===== src/rtl/rca_seq_ctrl_if.sv =====
// Requester-side bundle for rca_seq_ctrl: the command handshake with its operands, and the
// result handshake with its sum. The block being driven uses the slave modport.
interface rca_seq_ctrl_if #(
    parameter int WIDTH = 16
);
    logic             start_valid;
    logic             start_ready;
    logic [WIDTH-1:0] a;
    logic [WIDTH-1:0] b;
    logic             cin;
    logic [WIDTH-1:0] s;
    logic             cout;
    logic             done_valid;
    logic             done_ready;
    logic             busy;

    modport master (
        output start_valid, a, b, cin, done_ready,
        input  start_ready, s, cout, done_valid, busy
    );

    modport slave (
        input  start_valid, a, b, cin, done_ready,
        output start_ready, s, cout, done_valid, busy
    );
endinterface


===== src/rtl/rca_seq_ctrl.sv =====
// Time-multiplexes one external 4-bit adder slice over a WIDTH-bit add, one nibble per cycle,
// LSB nibble first, with the inter-nibble carry held in a register.
module rca_seq_ctrl #(
    parameter int WIDTH = 16
) (
    input  logic                clk,
    input  logic                rst,
    rca_seq_ctrl_if.slave       bus,
    output logic [3:0]          slice_a,
    output logic [3:0]          slice_b,
    output logic                slice_cin,
    input  logic [3:0]          slice_s,
    input  logic                slice_c4
);
    localparam int NSLICE = WIDTH / 4;
    localparam int IDXW   = (NSLICE > 1) ? $clog2(NSLICE) : 1;
    localparam logic [IDXW-1:0] IDX_LAST = IDXW'(NSLICE - 1);

    typedef enum logic [1:0] {
        ST_IDLE = 2'd0,
        ST_RUN  = 2'd1,
        ST_DONE = 2'd2
    } state_t;

    state_t           state_r;
    logic [IDXW-1:0]  idx_r;
    logic             carry_r;
    logic [WIDTH-1:0] a_q_r;
    logic [WIDTH-1:0] b_q_r;
    logic [WIDTH-1:0] s_r;
    logic             cout_r;
    logic             done_valid_r;
    logic             busy_r;
    logic             start_ready_r;

    // Sequencer: accepts a command, walks the nibbles, then holds the result until consumed.
    always_ff @(posedge clk or posedge rst) begin
        if (rst) begin
            state_r       <= ST_IDLE;
            idx_r         <= '0;
            carry_r       <= 1'b0;
            a_q_r         <= '0;
            b_q_r         <= '0;
            s_r           <= '0;
            cout_r        <= 1'b0;
            done_valid_r  <= 1'b0;
            busy_r        <= 1'b0;
            start_ready_r <= 1'b1;
        end else begin
            case (state_r)
                ST_IDLE: begin
                    if (bus.start_valid && start_ready_r) begin
                        a_q_r         <= bus.a;
                        b_q_r         <= bus.b;
                        carry_r       <= bus.cin;
                        idx_r         <= '0;
                        s_r           <= '0;
                        start_ready_r <= 1'b0;
                        busy_r        <= 1'b1;
                        state_r       <= ST_RUN;
                    end
                end
                ST_RUN: begin
                    for (int k = 0; k < NSLICE; k++) begin
                        if (idx_r == IDXW'(k)) begin
                            s_r[4*k +: 4] <= slice_s;
                        end
                    end
                    carry_r <= slice_c4;
                    // idx wraps to 0 on the last nibble so it never leaves 0..NSLICE-1.
                    if (idx_r == IDX_LAST) begin
                        idx_r        <= '0;
                        cout_r       <= slice_c4;
                        done_valid_r <= 1'b1;
                        state_r      <= ST_DONE;
                    end else begin
                        idx_r <= idx_r + 1'b1;
                    end
                end
                ST_DONE: begin
                    if (done_valid_r && bus.done_ready) begin
                        done_valid_r  <= 1'b0;
                        busy_r        <= 1'b0;
                        start_ready_r <= 1'b1;
                        state_r       <= ST_IDLE;
                    end
                end
                default: begin
                    idx_r         <= '0;
                    done_valid_r  <= 1'b0;
                    busy_r        <= 1'b0;
                    start_ready_r <= 1'b1;
                    state_r       <= ST_IDLE;
                end
            endcase
        end
    end

    // Nibble select toward the shared slice; quiet (all zero) outside RUN.
    always_comb begin
        slice_a   = 4'd0;
        slice_b   = 4'd0;
        slice_cin = 1'b0;
        if (state_r == ST_RUN) begin
            for (int k = 0; k < NSLICE; k++) begin
                if (idx_r == IDXW'(k)) begin
                    slice_a = a_q_r[4*k +: 4];
                    slice_b = b_q_r[4*k +: 4];
                end
            end
            slice_cin = carry_r;
        end else begin
            slice_a   = 4'd0;
            slice_b   = 4'd0;
            slice_cin = 1'b0;
        end
    end

    assign bus.start_ready = start_ready_r;
    assign bus.s           = s_r;
    assign bus.cout        = cout_r;
    assign bus.done_valid  = done_valid_r;
    assign bus.busy        = busy_r;
endmodule

===== src/flat_wrapper.sv =====
// flat-port wrapper written by rule: the top's interface ports become plain ports
module rca_seq_ctrl_flat 
#(
    parameter int WIDTH = 16
)
  (clk, rst, slice_a, slice_b, slice_cin, slice_s, slice_c4, bus_start_valid, bus_a, bus_b, bus_cin, bus_done_ready, bus_start_ready, bus_s, bus_cout, bus_done_valid, bus_busy);
  rca_seq_ctrl_if #(.WIDTH(WIDTH)) bus_i ();
  input  logic clk;
  input  logic rst;
  output logic [3:0] slice_a;
  output logic [3:0] slice_b;
  output logic slice_cin;
  input  logic [3:0] slice_s;
  input  logic slice_c4;
  input wire logic [$bits(bus_i.start_valid)-1:0] bus_start_valid;
  input wire logic [$bits(bus_i.a)-1:0] bus_a;
  input wire logic [$bits(bus_i.b)-1:0] bus_b;
  input wire logic [$bits(bus_i.cin)-1:0] bus_cin;
  input wire logic [$bits(bus_i.done_ready)-1:0] bus_done_ready;
  output wire logic [$bits(bus_i.start_ready)-1:0] bus_start_ready;
  output wire logic [$bits(bus_i.s)-1:0] bus_s;
  output wire logic [$bits(bus_i.cout)-1:0] bus_cout;
  output wire logic [$bits(bus_i.done_valid)-1:0] bus_done_valid;
  output wire logic [$bits(bus_i.busy)-1:0] bus_busy;
  assign bus_i.start_valid = bus_start_valid;
  assign bus_i.a = bus_a;
  assign bus_i.b = bus_b;
  assign bus_i.cin = bus_cin;
  assign bus_i.done_ready = bus_done_ready;
  assign bus_start_ready = bus_i.start_ready;
  assign bus_s = bus_i.s;
  assign bus_cout = bus_i.cout;
  assign bus_done_valid = bus_i.done_valid;
  assign bus_busy = bus_i.busy;
  rca_seq_ctrl #(.WIDTH(WIDTH)) u_core (.clk(clk), .rst(rst), .bus(bus_i), .slice_a(slice_a), .slice_b(slice_b), .slice_cin(slice_cin), .slice_s(slice_s), .slice_c4(slice_c4));
endmodule

===== config.mk =====
export PLATFORM = sky130hd
export DESIGN_NAME = rca_seq_ctrl_flat
export DESIGN_NICKNAME = d
export VERILOG_FILES = /design/src/rtl/rca_seq_ctrl_if.sv /design/src/rtl/rca_seq_ctrl.sv /design/src/flat_wrapper.sv
export SDC_FILE = /design/constraint.sdc
export NUM_CORES = 1
export LEC_CHECK = 0
export CELL_PAD_IN_SITES_DETAIL_PLACEMENT = 1
export CELL_PAD_IN_SITES_GLOBAL_PLACEMENT = 1
export CORE_ASPECT_RATIO = 1.75
export CORE_MARGIN = 4
export CORE_UTILIZATION = 38
export DETAILED_ROUTE_END_ITERATION = 16
export GPL_ROUTABILITY_DRIVEN = 1
export PLACE_DENSITY_LB_ADDON = 0.1
export SYNTH_ARGS = -nofsm -noshare
export SYNTH_HDL_FRONTEND = slang
export SYNTH_SLANG_ARGS = --single-unit

===== constraint.sdc =====
create_clock -name clk -period 2.53 [get_ports clk]
set_clock_uncertainty 0.2 [all_clocks]
set_input_delay 0.3795 -clock clk [delete_from_list [all_inputs] [get_ports clk]]
set_output_delay 0.3795 -clock clk [all_outputs]
set_load 0.005 [all_outputs]

After elaboration in Yosys (flattened, before gate mapping)

Cells that the tools add are included.

Reduce and logical (&&, ||, !) cells: 16
Equal/unequal tests: 11
Bitwise operators: 3
Add/sub/neg operators: 1
Muxes and demuxes: 34

Operators by type and width:

| cell                  | number |
|---|---|
| $mux W4               | 14 |
| $pmux W16 S2          | 1 |
| $reduce_and A3 Y1     | 7 |
| $mux W16              | 1 |
| $ne A2 B1 Y1 const B  | 6 |
| $pmux W2 S3           | 2 |
| $mux W2               | 5 |
| $pmux W1 S3           | 3 |
| $reduce_and A2 Y1     | 4 |
| $mux W1               | 7 |
| $eq A2 B2 Y1 const B  | 3 |
| $eq A2 B1 Y1 const B  | 2 |
| $logic_not A2 Y1      | 2 |
| $not A1 Y1            | 3 |
| $add A2 B1 Y2 const B | 1 |
| $logic_and A1 B1 Y1   | 2 |
| $pmux W1 S2           | 1 |
| $reduce_bool A2 Y1    | 1 |

Output and inout port bits: 29
Bits in registers: 57
Input bits: 42
Logic and storage cells: 78

Longest topological paths before layout

Depth in word-level cells: 6
Gate-level depth with buffers: 6
Depth with buffers taken out: 5

Least setup slack after synthesis

OpenSTA, ideal clock, no wires.

Path type: register to output
From: register u_core.idx_r[1]
To: output slice_a[0]
Required time: 1.951 ns
Setup slack: 0.487 ns
Arrival: 1.464 ns
Stages on the path, launching flop included: 6
Buffers on the path: 1
Cells stage by stage: dfrtp_1 > inv_1 > ha_1 > clkbuf_1 > a221oi_1 > o41ai_1

Cells in the longest elaborated chain, start to end: 6
Elaborated cells on any way between the ends: 9

RTL lines:

| item                   | line                | RTL |
|---|---|---|
| start, declared        | rca_seq_ctrl.sv:26  | `logic [IDXW-1:0] idx_r;` |
| start signal, assigned | rca_seq_ctrl.sv:77  | `idx_r <= idx_r + 1'b1;` |
| $logic_not A2 Y1       | rca_seq_ctrl.sv:106 | `if (idx_r == IDXW'(k)) begin` |
| $mux W4 (3 in series)  | rca_seq_ctrl.sv:106 |  |
| $mux W4 *              | rca_seq_ctrl.sv:106 |  |
| $mux W4 *              | rca_seq_ctrl.sv:104 | `if (state_r == ST_RUN) begin` |
| end, declared          | flat_wrapper.sv:10  | `output logic [3:0] slice_a;` |

Mark *: on every way between the ends. The rest lies on a longest branch, timed or not.

Worst setup path after layout

From: register u_core.idx_r[0]
To: output slice_a[0]

The elaborated chain is that of the path after synthesis.

==> metrics list <==
- The flow ran to the end, and the final reports show no timing, DRC or antenna violations.
* DP Area: 3430 um^2
- Kind of start point of the critical path: flip-flop
- The average instance in the mapped netlist occupies 13.1 um^2.
- From bottom edge to top edge, the die measures 116 um.
- Setup repair after global routing missed its margin: no
- Insertion delay of the later-clocked pin in the worst-skew pair: 330 ps
- Clock tree from TritonCTS: built
- CTS H-Tree Depth: 3
* Top-Level Pins: 71
* Slack of the critical path: 86.2 ps
* Area of the mapped netlist: 2530 um^2
- The finished cells cover 3890 um^2.
- The floorplan step defined a die boundary enclosing 8090 um^2.
* Total congestion overflow: 0
* Number of max-slew violations in the final report: 0
- Static timing analysis puts the maximum clock frequency at 409 MHz.
- The filler cells instantiated in the layout total 648.
- Cell Chain, Critical Path: buf_4 > ha_1 > buf_4 > o41ai_1 > buf_2
- The first global-routing pass estimated 11000 um of wire.
- Clock tree synthesis found a total of 57 sinks.
- Wire length on met1: 2500 um
* Post-route DRC violation count: 0
* Clock Tree Buf Depth: 2
- Maximum capacitance violations: 0
- Net count of the mapped netlist: 239
- Global routing used 18.1% of the available tracks across all layers.
- In this design, the stage delay of the slowest critical-path cell is 400 ps.
* Slew at the pin closest to its max-slew limit: 523 ps
* Post-route fraction of the period consumed by the critical path: 96.6%
* Post-DR wirelength/cell: 18.5 um
* Root Buffer Master: clkbuf_16
- Clock buffers created by TritonCTS: 9
- The detailed router placed 1968 vias in this run.
- The routed design uses 264 um of met3 wire.
* Final-layout setup total negative slack: 0 ps
- Worst VDD drop: 0.540 mV
* Initial Utilization: 39.1%
- The number of hold buffers added after CTS was 0.
- Number of buffers added on ports: 70
* Final net count: 329
* Flip-flop and latch count after synthesis: 57
* Unique cell type count in the Yosys netlist: 30
- Post-layout utilization of the core: 59.9%
- Setup violations remaining at the end of the flow were counted as 0.
- From synthesis to final layout, the design area changed by 53.3%.
- Counting every instance in the synthesized netlist gives 193.
* Ratio of routed vias to standard cells: 5.32
- The hold violation total from the final report was 0.
- Counting I/O delays and the setup requirement, the final critical path takes 2440 ps.
* Seq/Total Area, Yosys: 56.3%
- Num rows: 39
- Antenna cell count: 0
* Largest fanout of any net on the critical path: 7
- After the first detailed-routing iteration, the DRC count stood at 88.
* Number of antenna-violating nets in the routed design: 0
- The library cell used most frequently in the layout, excluding fill and tap cells, is clkdlybuf4s50_1.
* Leak Pwr: 1.68 nW
* Largest net degree at the start of global routing: 27
- Routability congestion estimate: 0.755
- Sequential cell area in the final layout: 1430 um^2
- For this block, the routed nets add up to 6830 um of wire.
* Highest metal layer used by the detailed router: met4
- Critical Path Sink Type: output pin
- Area of the core: 6490 um^2
* Headroom to the max-slew limit: 65.1%
- The first detailed-routing pass took 4 iterations.
* Yosys warns: 0
* Worst path most repeated cell: buf_4
* Clock input transition at the sequential cells of the worst setup and hold paths: 50 ps
- Crit path kind: reg -> out
- The largest individual stage delay along the critical path comes from the cell dfrtp_1.
- Share of cells above drive strength 1: 28.8%
- Multi-input gate area in the final layout: 1130 um^2
* Required time of the critical path: 1950 ps
- The library cells used most frequently in the layout, excluding fill and tap cells, are 62 x clkdlybuf4s50_1, 56 x dfrtp_1, 19 x mux2_1, 19 x buf_4, 16 x a32o_1.
- Type of the tightest min-delay check: in -> async
* Arrival time reported for the critical path endpoint: 1860 ps
- In this run the horizontal extent of the chip is 69.7 um.
- In this run the power density over the cells is 1200 nW/um^2.
* Met2 wire length: 3950 um
* Final non-filler cell total: 370
- At the placement stage, the worst setup path has a slack of -168 ps.
- Number of global-route vias before repair: 2272
- Placed Cells: 346
- Half-perimeter wire length after placement: 4870 um
- Initial antenna violation count: 0
[per-stage QoR]
step                      hold slack [ps]  total power, mW
final                                 200             4.65
after global placement                269             3.11
after CTS                             209             4.48
after detailed placement              276             3.17
after floorplan                       258             2.36
after global routing                  235             4.96
[worst max-delay path, delay by kind of cell (launching register included)]
family | cells | cell delay (ps)
buf+inv | 3 | 520
compound gates | 1 | 380
flops | 1 | 400
fa+ha+maj | 1 | 240
[Yosys cell counts]
library cell	instances	area share (%)
o22ai_1	2	0.49
dfrtp_1	56	55
a32o_1	16	6.3
mux2_2	14	6.2
nor2b_1	10	2.5
o21ai_0	3	0.59
buf_2	3	0.59
buf_6	2	0.89
ha_1	4	2.0
a21oi_2	3	1.0
mux2_1	19	8.4
buf_4	1	0.30
inv_1	4	0.59
o41ai_1	8	2.8
nor3b_1	1	0.30
o31ai_1	1	0.30
and2_1	1	0.25
a221oi_1	8	2.8
a21oi_1	5	0.99
a221o_1	1	0.39
nor2_1	1	0.15
o22a_1	1	0.35
buf_1	1	0.15
nand3_1	8	1.6
clkbuf_1	9	1.3
o2bb2ai_1	1	0.35
nor4bb_2	1	0.64
nand3b_1	2	0.59
dfstp_2	1	1.0
nand2_1	6	0.89
[final timing paths]
kind                                         from               endpoint  slack (ps)  cells after the start
worst max-delay path              u_core.idx_r[0]             slice_a[0]          90                      5
worst min-delay path                          rst  u_core.bus.done_valid         200                      2
worst max register to register  u_core.state_r[0]        u_core.b_q_r[0]         610                      4
worst min register to register   u_core.a_q_r[14]       u_core.a_q_r[14]         290                      1
max in group asynchronous                     rst       u_core.b_q_r[12]        1390                      3
min in group clk                 u_core.a_q_r[14]       u_core.a_q_r[14]         290                      1
[state kept, by name, indices dropped and copies added, names as in the netlist]
register / flops
u_core.bus.busy: 1
u_core.bus.start_ready: 1
u_core.bus.done_valid: 1
u_core.a_q_r: 16
u_core.bus.cout: 1
u_core.carry_r: 1
u_core.idx_r: 2
u_core.state_r: 2
u_core.bus.s: 16
u_core.b_q_r: 16
[repair_timing]
item | 4_1_cts | 5_1_grt
endpoints found under the hold margin | 0 | 0
gates resized for setup | 28 | 24
buffers inserted | 1 | 7
pin swaps | 8 | 3
setup endpoints to repair | 8 | 9
[where the power goes]
| part | total [mW] | leakage, nW | internal [mW] | switching (mW) |
|---|---|---|---|---|
| clock network | 1.23 | 0.153 | 0.839 | 0.389 |
| registers | 1.58 | 0.709 | 1.33 | 0.246 |
| logic | 1.84 | 0.818 | 1.06 | 0.784 |
[layout make-up]
| cell class | count | area share [%] |
|---|---|---|
| flip-flops and latches | 57 | 36.7 |
| repair buffers | 95 | 23.2 |
| well taps | 82 | 2.64 |
| multi-input cells | 116 | 29.1 |
| inverters | 4 | 0.386 |
| clock buffers | 14 | 7.05 |
| clock inverters | 2 | 0.901 |
[routing by layer]
| metal | vias to the layer above | track usage, % |
|---|---|---|
| li1 | 916 | - |
| met1 | 993 | 16.7 |
| met2 | 50 | 35.2 |
| met3 | 9 | 5.99 |
| met4 | 0 | 8.57 |
| met5 | - | 0 |
[kinds of logic (layout without fill, tap and decap cells)]
family / count (synthesis) / count (layout) / synth area share [%]
multiplexers: 33 / 33 / 14.7
AND/OR/NAND/NOR: 30 / 30 / 6.86
AO/OA/AOI/OAI: 49 / 49 / 16.3
adder cells (fa/ha/maj): 4 / 4 / 1.97
flip-flops: 57 / 57 / 56.3
buffers and inverters: 20 / 115 / 3.85
(Power assumes the default switching activity.)
